$ cat config.mk
export PLATFORM = sky130hd
export DESIGN_NAME = uart_tx_ser
export DESIGN_NICKNAME = d
export VERILOG_FILES = /design/src/rtl/uart_tx_ser.sv
export SDC_FILE = /design/constraint.sdc
export NUM_CORES = 1
export LEC_CHECK = 0
export BUFFER_PORTS_ARGS = -buffer_cell sky130_fd_sc_hd__buf_2
export CORE_MARGIN = 2
export CORE_UTILIZATION = 35
export CTS_CLUSTER_SIZE = 20
export DETAILED_ROUTE_END_ITERATION = 12
export PLACE_DENSITY = 0.6
export REMOVE_ABC_BUFFERS = 1
export SLEW_MARGIN = 20
export SYNTH_ARGS = -nofsm -noshare
export SYNTH_HDL_FRONTEND = slang
export SYNTH_SLANG_ARGS = --single-unit
$ cat constraint.sdc
create_clock -name clk -period 2.7 [get_ports clk]
set_input_delay 0.54 -clock clk [delete_from_list [all_inputs] [get_ports clk]]
set_output_delay 0.54 -clock clk [all_outputs]
set_load 0.05 [all_outputs]
$ cat src/rtl/uart_tx_ser.sv
// UART 8N1/8N2 serializer: accepts a byte on a one-cycle request, shifts it out
// LSB first with one start bit and STOP_BITS stop bits. All outputs are registered.
module uart_tx_ser #(
  parameter int CLK_FREQ  = 50000000,
  parameter int BAUD      = 115200,
  parameter int STOP_BITS = 1          // 1 or 2
) (
  input  logic       clk,
  input  logic       ic_rst_n,
  input  logic [7:0] id_txdw,
  input  logic       ic_txena,
  output logic       oc_txbusy,
  output logic       od_tx
);

  localparam int DIV = (CLK_FREQ + BAUD/2) / BAUD;
  localparam int CW  = (DIV > 1) ? $clog2(DIV) : 1;
  localparam logic [CW-1:0] CNT_MAX   = CW'(DIV - 1);
  localparam logic          STOP_LAST = (STOP_BITS == 2);

  typedef enum logic [1:0] {IDLE, START, DATA, STOP} state_t;

  state_t        r_state, w_state_nxt;
  logic [CW-1:0] r_cnt,   w_cnt_nxt;
  logic [2:0]    r_idx,   w_idx_nxt;
  logic          r_stop,  w_stop_nxt;
  logic [7:0]    r_sh,    w_sh_nxt;
  logic          r_tx,    w_tx_nxt;
  logic          r_busy,  w_busy_nxt;
  logic          w_bit_end;

  assign w_bit_end = (r_cnt == CNT_MAX);
  assign od_tx     = r_tx;
  assign oc_txbusy = r_busy;

  // od_tx/oc_txbusy are computed for the next state so they toggle on the
  // same edge as the state change rather than a cycle later.
  always_comb begin
    w_state_nxt = r_state;
    w_cnt_nxt   = r_cnt;
    w_idx_nxt   = r_idx;
    w_stop_nxt  = r_stop;
    w_sh_nxt    = r_sh;
    w_tx_nxt    = r_tx;
    w_busy_nxt  = r_busy;
    case (r_state)
      IDLE: begin
        w_tx_nxt = 1'b1;
        if (ic_txena && !r_busy) begin
          w_state_nxt = START;
          w_cnt_nxt   = '0;
          w_idx_nxt   = 3'd0;
          w_stop_nxt  = 1'b0;
          w_sh_nxt    = id_txdw;
          w_tx_nxt    = 1'b0;
          w_busy_nxt  = 1'b1;
        end
      end
      START: begin
        if (w_bit_end) begin
          w_state_nxt = DATA;
          w_cnt_nxt   = '0;
          w_tx_nxt    = r_sh[0];
        end else begin
          w_cnt_nxt = r_cnt + 1'b1;
        end
      end
      DATA: begin
        if (w_bit_end) begin
          w_cnt_nxt = '0;
          w_sh_nxt  = {1'b0, r_sh[7:1]};
          w_idx_nxt = r_idx + 3'd1;
          if (r_idx == 3'd7) begin
            w_state_nxt = STOP;
            w_stop_nxt  = 1'b0;
            w_tx_nxt    = 1'b1;
          end else begin
            w_tx_nxt = r_sh[1];
          end
        end else begin
          w_cnt_nxt = r_cnt + 1'b1;
        end
      end
      STOP: begin
        w_tx_nxt = 1'b1;
        if (w_bit_end) begin
          w_cnt_nxt = '0;
          if (r_stop == STOP_LAST) begin
            w_state_nxt = IDLE;
            w_busy_nxt  = 1'b0;
          end else begin
            w_stop_nxt = 1'b1;
          end
        end else begin
          w_cnt_nxt = r_cnt + 1'b1;
        end
      end
      default: begin
        w_state_nxt = IDLE;
        w_tx_nxt    = 1'b1;
        w_busy_nxt  = 1'b0;
      end
    endcase
  end

  always_ff @(posedge clk or negedge ic_rst_n) begin
    if (!ic_rst_n) begin
      r_state <= IDLE;
      r_cnt   <= '0;
      r_idx   <= 3'd0;
      r_stop  <= 1'b0;
      r_sh    <= 8'h00;
      r_tx    <= 1'b1;
      r_busy  <= 1'b0;
    end else begin
      r_state <= w_state_nxt;
      r_cnt   <= w_cnt_nxt;
      r_idx   <= w_idx_nxt;
      r_stop  <= w_stop_nxt;
      r_sh    <= w_sh_nxt;
      r_tx    <= w_tx_nxt;
      r_busy  <= w_busy_nxt;
    end
  end

endmodule

==> out/results.env, run 1 <==
REPORT.FINAL.HOLD_VIOL_COUNT=0
DRT-VIAS-PER-INSTANCE=5.36
SYNTHESIZED_NETLIST_CELL_COUNT=135
POST_SYNTH.CELL_AREA_AVG_UM2=10.3
NUMBER_OF_ANTENNA_VIOLATIONS_AT_THE_FIRST_CHECK_IN_GLOBAL_ROUTING=0
YS_SEQ_AREA_SHARE_PCT=43.4
PLACE_AREA_UM2=1490
WORST-PATH-MAX-FANOUT=13
PEAKVDDDROP_uV=169
CTS-HTREE-LEVELS=1
GLOBAL_ROUTE_WIRE_LENGTH_BEFORE_REPAIR_MM=4.85
CLOCK-SKEW-FINAL_NS=0.00115
DIE_W_UM=67.0
SLEW-LIMIT-HEADROOM_PCT=63.4
TOTALWIRELENGTH_MM=2.70
SYNTH_TOP_AREA_CELL='dfrtp_1'
PLACEMENTROWS=22
CLOCK_INSERTION_DELAY_WORST_SKEW_NS=0.26
HPWL_AFTER_DETAILED_PLACEMENT_MM=1.95
CTS-ROOT-BUF='clkbuf_8'
CLK_PIN_SLEW_NS=0.08
CRITICALPATHCATEGORY='reg2reg'
GRT_MOST_USED_LAYER='met2'
CTS_SETUP_BUFFERS=0
LAYOUT-AREA-OVERHEAD-VS-SYNTH_PCT=11.5
CTS_TREE='done'
FMAXACHIEVABLE_MHz=434
POSTSYNTHREGISTERBITS=24
GRT.MET2_USAGE_PCT=22.8
TNS_NS=0
START_UTIL_PCT=37.1
CORE_AREA_UM2=3740
GRT_MAX_DEGREE=25
POST-ROUTE-MIN-PERIOD_NS=2.30
ROUTED-VIA-COUNT=1050
DIE_OUTLINE_AREA_UM2=4480
DR.FIRST_ITER.DRC_COUNT=22
CLOCKBUFFERDEPTH=2
NUM_IO_PINS=13
DETAILEDROUTE.FIRSTPASSITERATIONCOUNT=4
GRT_SETUP_UNREPAIRED='no'
POSTCTSRESIZEDCELLS=0
DRV.MAX_CAP_VIOLATION_COUNT=0
MAPPEDNETLISTAREA_UM2=1390
CTS.SINK_COUNT=24
WORST_SETUP_PATH_END_KIND='flip-flop'
SYNTH_TOP_AREA_SHARE_PCT=41.5
POWER.STATIC_LEAKAGE_nW=0.656
STATUS='finished clean'
GRT_UTIL_MET1_PCT=19.3
DIE_H_UM=67.0
SETUP_VIOLATORS_FINAL=0
NETS=169
CRIT_REQUIRED_NS=2.86
FINAL_MAX_SLEW_VIOL_COUNT=0
GRT_REMAINING_OVERFLOW=0
PLACE.PORT_BUFFERS=12
CRITPATHLAUNCHTYPE='flip-flop'
CTS_INSERTED_BUFFERS=3
SYNTH.AREA.TOP_CELLS='dfrtp_1, ha_1, o221a_2, o21ai_0, or2b_1'
DETAIL-ROUTE-ANTENNA-NETS=0
POWER-PER-CELL-AREA_nW_PER_UM2=413
WL_PER_CELL_UM=13.8
YS.WARNINGS.COUNT=0
GRT_PASS1_VIAS=1044
PLACE_CONGESTION=0.788
ANTENNA_CELLS=0
CTS_HOLD_REPAIR.BUFFERS=0
LAYOUT_WORST_PATH_CYCLE_SHARE_PCT=85.3
FINAL_LAYOUT_SIZE_SUFFIX_GT1_SHARE_PCT=23.0
REMAINING_DRC_ERRORS=0
GLOBAL_ROUTE_TRACK_USAGE_ON_MET3_PCT=2.53
SYNTH_CELL_TYPES=37
GLOBAL_ROUTING_USAGE_SUMMED_ACROSS_ALL_ROUTING_LAYERS_PCT=14.3
HP_CLASS='in2async'
WORST_EP_ARRIVAL_TIME_NS=2.46
WORSTMARGINPINSLEW_NS=0.549
FINAL_AREA_UM2=1550
## cells in the mapped netlist, drive strengths merged
cell type,number
o221a,8
nand2b,3
inv,10
a22o,1
o31ai,1
o22ai,2
a2bb2oi,1
clkbuf,3
xor2,1
or2b,6
mux2i,2
a21oi,7
nor2b,1
dfrtp,23
nand2,8
buf,2
and2,1
o2111ai,1
dfstp,1
a211oi,2
and4b,1
mux2,2
ha,9
nor3,2
nand3,8
nor2,3
o21ai,15
or3,3
o32a,1
and4bb,1
a22oi,1
and3,3
nand4,2
## per-layer routing
metal,up-vias,share of wire [%]
li1,519,-
met5,-,0
met3,2,4.6
met4,0,0.89
met1,503,49
met2,26,46
## report_power, final
part           internal (mW)  switching [mW]  total (mW)
combinational         0.0122          0.0105      0.0227
sequential             0.367         0.00521       0.372
clock                  0.130           0.115       0.245
## worst max-delay path: stages (launching register included)
cell and delay, ns:
dfrtp_1 0.43, inv_1 0.12, ha_1 0.46, inv_1 0.25, o2111ai_4 0.37, nand2b_1 0.26, o221a_2 0.31
## worst paths after layout
kind / startpoint / cells past startpoint / slack, ns / end
worst max-delay path: r_state[1] / 6 / 0.40 / r_sh[6]
worst min-delay path: ic_rst_n / 1 / 0.24 / r_sh[3]
min in group clk: r_idx[0] / 1 / 0.51 / r_idx[0]
worst min register to register: r_idx[0] / 1 / 0.51 / r_idx[0]
max in group asynchronous: ic_rst_n / 1 / 2.11 / od_tx
worst max register to register: r_state[1] / 6 / 0.40 / r_sh[6]
## cells in the final DEF, fill, tap and decap left out, types with 2 or more instances in the layout
cell,n
nand4_1,2
or2b_1,6
nand3_1,8
a211oi_1,2
o22ai_1,2
or3_1,3
nand2_1,8
clkbuf_8,4
inv_1,10
ha_1,9
and3_1,2
o21ai_0,15
nor2_1,3
nand2b_1,3
o221a_2,7
buf_2,12
buf_4,2
a21oi_1,7
nor3_1,2
mux2i_1,2
dfrtp_1,23
## area by class of cell
class / instances / area [um2]
Clock buffer: 4 / 55.1
Fill cell: 383 / 2200
Inverter: 10 / 37.5
Multi-Input combinational cell: 96 / 718
Sequential cell: 24 / 602
Tap cell: 48 / 60.1
Timing Repair Buffer: 14 / 75.1
## state kept, by name, summed over array words and instances (netlist names)
signal and cells:
od_tx 1, r_cnt 9, r_sh 8, r_state 2, oc_txbusy 1, r_idx 3
## kinds of logic (layout without fill, tap and decap cells)
group                      after synthesis  after routing  synth area share (%)
and+or+nand+nor                         42             42                  17.6
AOI/OAI and AO/OA                       40             40                  22.1
DFF                                     24             24                  43.4
buffers and inverters                   15             28                  4.87
adders and majority gates                9              9                  8.12
muxes                                    4              4                  3.34
xor gates and xnor gates                 1              1                 0.631
## through the flow
stage | total power, mW | hold WS [ns] | setup slack, ns | cells | utilization [%]
finish | 0.639 | 0.236 | 0.398 | 196 | 41.3
global route | 0.662 | 0.282 | 0.164 | 196 | 41.3
detailed placement | 0.403 | 0.500 | 0.426 | 192 | 39.9
floorplan | 0.386 | 0.244 | 0.785 | 130 | -
CTS | 0.647 | 0.256 | 0.420 | 196 | 41.3
global placement | 0.402 | 0.508 | 0.567 | 192 | 39.9
Power figures use the tool's default switching activity.
==> run 2: changes to the inputs <==
ABC_AREA = 1   (was default)
==> out/results.env, run 2 <==
STATUS='finished clean'
MOST-COMMON-LAYOUT-CELLS='nand2_1, dfrtp_1, inv_1, buf_2'
TNS_NS=0  # unchanged
LAYOUT_WORST_PATH_CYCLE_SHARE_PCT=68.0  # -17 points
DRV.MAX_CAP_VIOLATION_COUNT=0  # unchanged
REPORT.FINAL.HOLD_VIOL_COUNT=0  # unchanged
CORE_AREA_UM2=4000  # +6.9%
YS_ASYNC_SR_FRACTION_PCT=100  # unchanged
PLACE_CONGESTION=0.791  # +0.48%
POSTCTSRESIZEDCELLS=0  # unchanged
DETAILEDROUTE.FIRSTPASSITERATIONCOUNT=4  # unchanged
SYNTHESIZED_NETLIST_CELL_COUNT=162  # +20%
FIN_UTIL_PCT=40.3  # -1.1 points
CTS-HTREE-LEVELS=1  # unchanged
HPWL_AFTER_DETAILED_PLACEMENT_MM=1.96  # +0.41%
FF_LATCH_AREA_UM2=602  # unchanged
DRT-VIAS-PER-INSTANCE=4.80  # -10%
NUMBER_OF_ANTENNA_VIOLATIONS_AT_THE_FIRST_CHECK_IN_GLOBAL_ROUTING=0  # unchanged
NUM_IO_PINS=13  # unchanged
PATH_COMMON_CELL='inv_1'
ANTENNA_CELLS=0  # unchanged
CLOCK_INSERTION_DELAY_WORST_SKEW_NS=0.27  # about the same
CTS_INSERTED_BUFFERS=3  # unchanged
YS_SEQ_AREA_SHARE_PCT=41.4  # -2.0 points
SYNTH.AREA.TOP_CELLS='dfrtp_1, nand2_1, ha_1, o21ai_2, mux2i_1'
DIE_W_UM=68.5  # +2.2%
PATH_DELAY_FAMILY='flip-flops'
FINAL_MAX_SLEW_VIOL_COUNT=0  # unchanged
PLACE.PORT_BUFFERS=12  # unchanged
NETS=197  # +17%
FINAL_LAYOUT_SIZE_SUFFIX_GT1_SHARE_PCT=28.4  # +5.4 points
CTS_TREE='done'
GLOBAL_ROUTING_USAGE_SUMMED_ACROSS_ALL_ROUTING_LAYERS_PCT=13.9  # -0.40 points
WORST-PATH-MAX-FANOUT=22  # +9
GRT_REMAINING_OVERFLOW=0  # unchanged
START_UTIL_PCT=36.3  # -0.72 points
REMAINING_DRC_ERRORS=0  # unchanged
CRITPATHLAUNCHTYPE='flip-flop'
ROUTED-VIA-COUNT=1085  # +3.3%
BIGGESTREGSBYFLOPS='r_cnt (9), r_sh (8), r_idx (3)'
SETUP_VIOLATORS_FINAL=0  # unchanged
MAPPEDNETLISTAREA_UM2=1450  # +4.8%
POWER-PER-CELL-AREA_nW_PER_UM2=1170  # +180%
SYNTH_COMMONEST_CELLS='nand2_1, dfrtp_1, inv_1'
TOP_REGISTER='r_cnt'
SYNTH_TOP_AREA_SHARE_PCT=39.6  # -1.9 points
CLK_PIN_SLEW_NS=0.08  # about the same
POST_SYNTH.CELL_AREA_AVG_UM2=8.97  # -13%
MULTI_INPUT_AREA_UM2=761  # +5.9%
GRT_MAX_DEGREE=25  # unchanged
CRITPATHSLOWESTCELL='dfrtp_1'
FMAXACHIEVABLE_MHz=545  # +25%
CLOCK-SKEW-FINAL_NS=0.00451  # +0.00336 ns
DR.FIRST_ITER.DRC_COUNT=67  # +200%
DOMINANTREGCELLSYNTH='dfrtp_1'
CTS-ROOT-BUF='clkbuf_8'
GRT_PASS1_VIAS=1097  # +5.1%
WORSTMARGINPINSLEW_NS=0.519  # -0.0294 ns
PEAKVDDDROP_uV=612  # +260%
DETAIL-ROUTE-ANTENNA-NETS=0  # unchanged
LAYOUT-AREA-OVERHEAD-VS-SYNTH_PCT=10.8
CTS_HOLD_REPAIR.BUFFERS=0  # unchanged
DIE_H_UM=68.5  # +2.2%
WORSTPATHCELLLIST='inv_1, ha_1, inv_1, a21oi_2, nand2_4, nand2_1, o21ai_2'
SYNTH_CELL_TYPES=27  # -27%
CRITICALPATHCATEGORY='reg2reg'
CLOCKBUFFERDEPTH=2  # unchanged
WORST_SETUP_PATH_END_KIND='flip-flop'
YOSYSMOSTFREQUENTCELL='nand2_1'
SYNTH_EDF_COUNT=0  # unchanged
WORST_EP_ARRIVAL_TIME_NS=1.99  # -0.47 ns
DIE_OUTLINE_AREA_UM2=4690  # +4.5%
CTS_SETUP_BUFFERS=0  # unchanged
GRT_SETUP_UNREPAIRED='no'
CTS.SINK_COUNT=24  # unchanged
WORST-PATH-BUF-INV=2  # unchanged
HP_CLASS='in2async'
POST-ROUTE-MIN-PERIOD_NS=1.83  # -0.467 ns
CRIT_REQUIRED_NS=2.85  # about the same
YS.WARNINGS.COUNT=0  # unchanged
NUM-FILL-CELLS=405  # +5.7%
TOTALWIRELENGTH_MM=2.60  # -3.5%
POWER.STATIC_LEAKAGE_nW=0.788  # +20%
SLEW-LIMIT-HEADROOM_PCT=65.4  # +2.0 points
GLOBAL_ROUTE_WIRE_LENGTH_BEFORE_REPAIR_MM=4.85  # unchanged
CPPEAKSTAGEDELAY_NS=0.42  # -0.04 ns
LARGEST_REG_FLOPS=9  # unchanged
SYNTH_TOP_AREA_CELL='dfrtp_1'
WL_PER_CELL_UM=11.5  # -16%
MOSTFREQUENTLAYOUTCELL='nand2_1'
PLACEMENTROWS=23  # +4.5%
POSTSYNTHREGISTERBITS=24  # unchanged
run 2: cell types whose count changed in the layout (fill, tap and decap cells not counted), sizes merged, moves of 3 or more:
cell / previous run / this run
mux2i: 2 / 7
or3: 3 / 0
nor2: 3 / 7
and3: 3 / 0
o221a: 8 / 0
inv: 10 / 17
or2b: 6 / 0
nand2b: 3 / 0
a21oi: 7 / 3
nand2: 8 / 49
nand4: 2 / 6
run 2: area by class of cell:
type,instances,area share (%)
flip-flops and latches,24,37.3
multi-input cells,118,47.2
inverters,17,3.96
clock buffers,4,3.42
well taps,50,3.88
repair buffers,13,4.19
run 2: path summary, 6_finish.rpt:
| kind | from | to | slack (ns) | cells past startpoint |
|---|---|---|---|---|
| max | r_state[0] | r_sh[6] | 0.87 | 7 |
| min | ic_rst_n | r_cnt[4] | 0.24 | 1 |
| max reg2reg | r_state[0] | r_sh[6] | 0.87 | 7 |
| min reg2reg | r_sh[4] | r_sh[4] | 0.49 | 2 |
| max in group asynchronous | ic_rst_n | od_tx | 2.10 | 1 |
| min in group clk | r_sh[4] | r_sh[4] | 0.49 | 2 |
run 2: where the power goes:
part | internal [mW] | total (mW) | switching (mW)
clock | 0.130 | 0.240 | 0.110
sequential | 0.527 | 0.677 | 0.150
combinational | 0.354 | 0.973 | 0.618
run 2: cells by family after synthesis:
family,after synthesis,share of synthesized area [%]
AND/OR/NAND/NOR,73,25.1
AO/OA/AOI/OAI,25,12.2
flip-flops,24,41.4
buffers and inverters,20,6.28
adder cells (fa/ha/maj),9,7.75
multiplexers,7,4.82
XOR/XNOR,4,2.41
run 2: metal layers:
layer | vias up | part of all wire, % | global-route usage, % | routed length [um]
li1 | 559 | - | - | -
met1 | 501 | 49 | 16.4 | 1270
met2 | 21 | 45 | 23.4 | 1180
met3 | 4 | 4.4 | 4.44 | 114
met4 | 0 | 1.4 | 5.00 | 37
met5 | - | 0 | 0 | 0
run 2: stage by stage:
stage	hold WS (ns)	power, mW	worst slack [ns]	cell area [um2]	cells
6_report	0.238	1.89	0.865	1610	226
3_3_place_gp	0.477	1.66	0.933	1560	222
3_5_place_dp	0.477	1.67	0.866	1560	222
5_1_grt	0.281	2.10	0.717	1610	226
4_1_cts	0.270	1.92	0.849	1610	226
2_1_floorplan	0.244	1.45	0.872	1430	159
==> run 3: changes to the inputs <==
clock period = 1.8 ns   (was 2.7 ns; I/O delays follow)
==> out/results.env, run 3 (synthesis results as in run 2) <==
STATUS='finished clean'
DIE_H_UM=68.5  # unchanged
DRT-VIAS-PER-INSTANCE=4.71  # -1.9%
CORE_AREA_UM2=4000  # unchanged
BIGGESTREGSBYFLOPS='r_cnt (9), r_sh (8), r_idx (3)'
HP_CLASS='in2async'
PATH_DELAY_FAMILY='simple AND/OR/NAND/NOR gates'
WORST_EP_ARRIVAL_TIME_NS=1.74  # -0.25 ns
GLOBAL_ROUTING_USAGE_SUMMED_ACROSS_ALL_ROUTING_LAYERS_PCT=13.1  # -0.77 points
LAYOUT_WORST_PATH_CYCLE_SHARE_PCT=88.4  # +20 points
DRV.MAX_CAP_VIOLATION_COUNT=0  # unchanged
CTS_HOLD_REPAIR.BUFFERS=0  # unchanged
DETAIL-ROUTE-ANTENNA-NETS=0  # unchanged
FINAL_LAYOUT_SIZE_SUFFIX_GT1_SHARE_PCT=30.0  # +1.6 points
NUMBER_OF_ANTENNA_VIOLATIONS_AT_THE_FIRST_CHECK_IN_GLOBAL_ROUTING=0  # unchanged
START_UTIL_PCT=36.3  # unchanged
LARGEST_REG_FLOPS=9  # unchanged
CRITPATHLAUNCHTYPE='flip-flop'
PLACE_CONGESTION=0.707  # -11%
TOTALWIRELENGTH_MM=2.58  # -0.92%
WORST-R2R-SETUP-SLACK_NS=0.21  # -0.66 ns
GLOBAL_ROUTE_WIRE_LENGTH_BEFORE_REPAIR_MM=4.57  # -5.8%
CLOCK-SKEW-FINAL_NS=0.00306  # -0.00145 ns
DR.FIRST_ITER.DRC_COUNT=48  # -28%
CPPEAKSTAGEDELAY_NS=0.39  # -0.03 ns
MULTI_INPUT_AREA_UM2=761  # unchanged
CTS_SETUP_BUFFERS=0  # unchanged
WORST-PATH-MAX-FANOUT=22  # unchanged
FIN_WORST_HOLD_SLACK_NS=0.0632  # -0.174 ns
WL_PER_CELL_UM=11.2  # -2.6%
CTS_INSERTED_BUFFERS=3  # unchanged
NUM-FILL-CELLS=417  # +3.0%
DIE_OUTLINE_AREA_UM2=4690  # unchanged
CRIT-REG2REG-LAUNCH='r_state[0]'
FMAXACHIEVABLE_MHz=629  # +15%
SETUP_VIOLATORS_FINAL=0  # unchanged
NUM_IO_PINS=13  # unchanged
POSTCTSRESIZEDCELLS=0  # unchanged
CRIT_REQUIRED_NS=1.95  # -0.90 ns
SLEW-LIMIT-HEADROOM_PCT=64.7  # -0.66 points
HPWL_AFTER_DETAILED_PLACEMENT_MM=2.02  # +3.4%
DETAILEDROUTE.FIRSTPASSITERATIONCOUNT=4  # unchanged
WORSTPATHCELLLIST='inv_1, ha_1, nand2_2, inv_1, a21oi_2, nand2_4, nand2_1, o21ai_2'
LAYOUT-AREA-OVERHEAD-VS-SYNTH_PCT=12.9
CLK_PIN_SLEW_NS=0.08  # about the same
CTS_TREE='done'
GRT_SETUP_UNREPAIRED='no'
WORST_SETUP_PATH_END_KIND='flip-flop'
CRITICALPATHCATEGORY='reg2reg'
GRT_PASS1_VIAS=1068  # -2.6%
FF_LATCH_AREA_UM2=602  # unchanged
NETS=201  # +2.0%
MOSTFREQUENTLAYOUTCELL='nand2_1'
PEAKVDDDROP_uV=887  # +45%
WORSTMARGINPINSLEW_NS=0.529  # +0.00995 ns
REMAINING_DRC_ERRORS=0  # unchanged
POWER-PER-CELL-AREA_nW_PER_UM2=1770  # +51%
PLACE_AREA_UM2=1590  # +1.9%
ANTENNA_CELLS=0  # unchanged
CTS-ROOT-BUF='clkbuf_8'
POWER_mW=2.91  # +54%
POST-ROUTE-MIN-PERIOD_NS=1.59  # -0.244 ns
WORST_R2R_PATH_DEPTH=8  # +1
PLACEMENTROWS=23  # unchanged
CTS.SINK_COUNT=24  # unchanged
PLACE.PORT_BUFFERS=12  # unchanged
CRITPATHSLOWESTCELL='dfrtp_1'
POWER.STATIC_LEAKAGE_nW=0.808  # +2.5%
FINAL_AREA_UM2=1640  # +1.9%
CTS-HTREE-LEVELS=1  # unchanged
GRT_MAX_DEGREE=25  # unchanged
DIE_W_UM=68.5  # unchanged
ROUTED-VIA-COUNT=1083  # -0.18%
TOP_REGISTER='r_cnt'
CLOCK_INSERTION_DELAY_WORST_SKEW_NS=0.26  # about the same
PATH_COMMON_CELL='inv_1'
REPORT.FINAL.HOLD_VIOL_COUNT=0  # unchanged
WORSTREG2REGEND='r_sh[6]'
WORST-PATH-BUF-INV=2  # unchanged
FINAL_MAX_SLEW_VIOL_COUNT=0  # unchanged
MOST-COMMON-LAYOUT-CELLS='nand2_1, dfrtp_1, inv_1, buf_2'
GRT_REMAINING_OVERFLOW=0  # unchanged
CLOCKBUFFERDEPTH=2  # unchanged
[run 3: cell count changes in the layout (fill, tap and decap cells not counted), sizes merged]
cell  change
buf       +4
[run 3: cell type report]
type / instances / area share [%]
flip-flops and latches: 24 / 36.7
clock buffers: 4 / 3.35
multi-input cells: 118 / 46.3
inverters: 17 / 3.89
repair buffers: 17 / 5.95
well taps: 50 / 3.81
[run 3: where the power goes]
| group | switching [mW] | internal [mW] |
|---|---|---|
| clock network | 0.166 | 0.195 |
| logic | 0.939 | 0.590 |
| registers | 0.224 | 0.791 |
| total | 1.33 | 1.58 |
[run 3: per-layer routing]
layer | vias to the layer above | global-route usage (%) | wire length, um
met5 | - | 0 | 0
met1 | 504 | 16.3 | 1270
met3 | 2 | 3.78 | 72
li1 | 568 | - | -
met4 | 0 | 3.50 | 21
met2 | 9 | 22.1 | 1210
[run 3: how the worst max path moves through the flow]
| stage | startpoint | depth (start not counted) | endpoint | slack [ns] |
|---|---|---|---|---|
| after floorplan | r_state[0] | 7 | r_sh[6] | -0.03 |
| after global placement | r_state[0] | 7 | r_sh[7] | 0.24 |
| after detailed placement | r_state[0] | 8 | r_sh[7] | 0.20 |
| after CTS | r_state[0] | 8 | r_sh[7] | 0.18 |
| after global routing | r_state[1] | 8 | r_sh[6] | 0.07 |
| final | r_state[0] | 8 | r_sh[6] | 0.21 |
[run 3: per-stage QoR]
step	setup slack [ns]	TNS, ns	cells	util [%]
final	0.209	0	230	41.0
after detailed placement	0.197	0	226	39.7
after floorplan	-0.0283	-0.146	159	-
after CTS	0.184	0	230	41.0
after global routing	0.0654	0	230	41.0
after global placement	0.240	0	226	39.7
[run 3: worst reg2reg max path, cell delays in order, from the launching register on]
cell,delay [ns]
dfrtp_1,0.39
inv_1,0.09
ha_1,0.25
nand2_2,0.09
inv_1,0.08
a21oi_2,0.15
nand2_4,0.22
nand2_1,0.14
o21ai_2,0.05
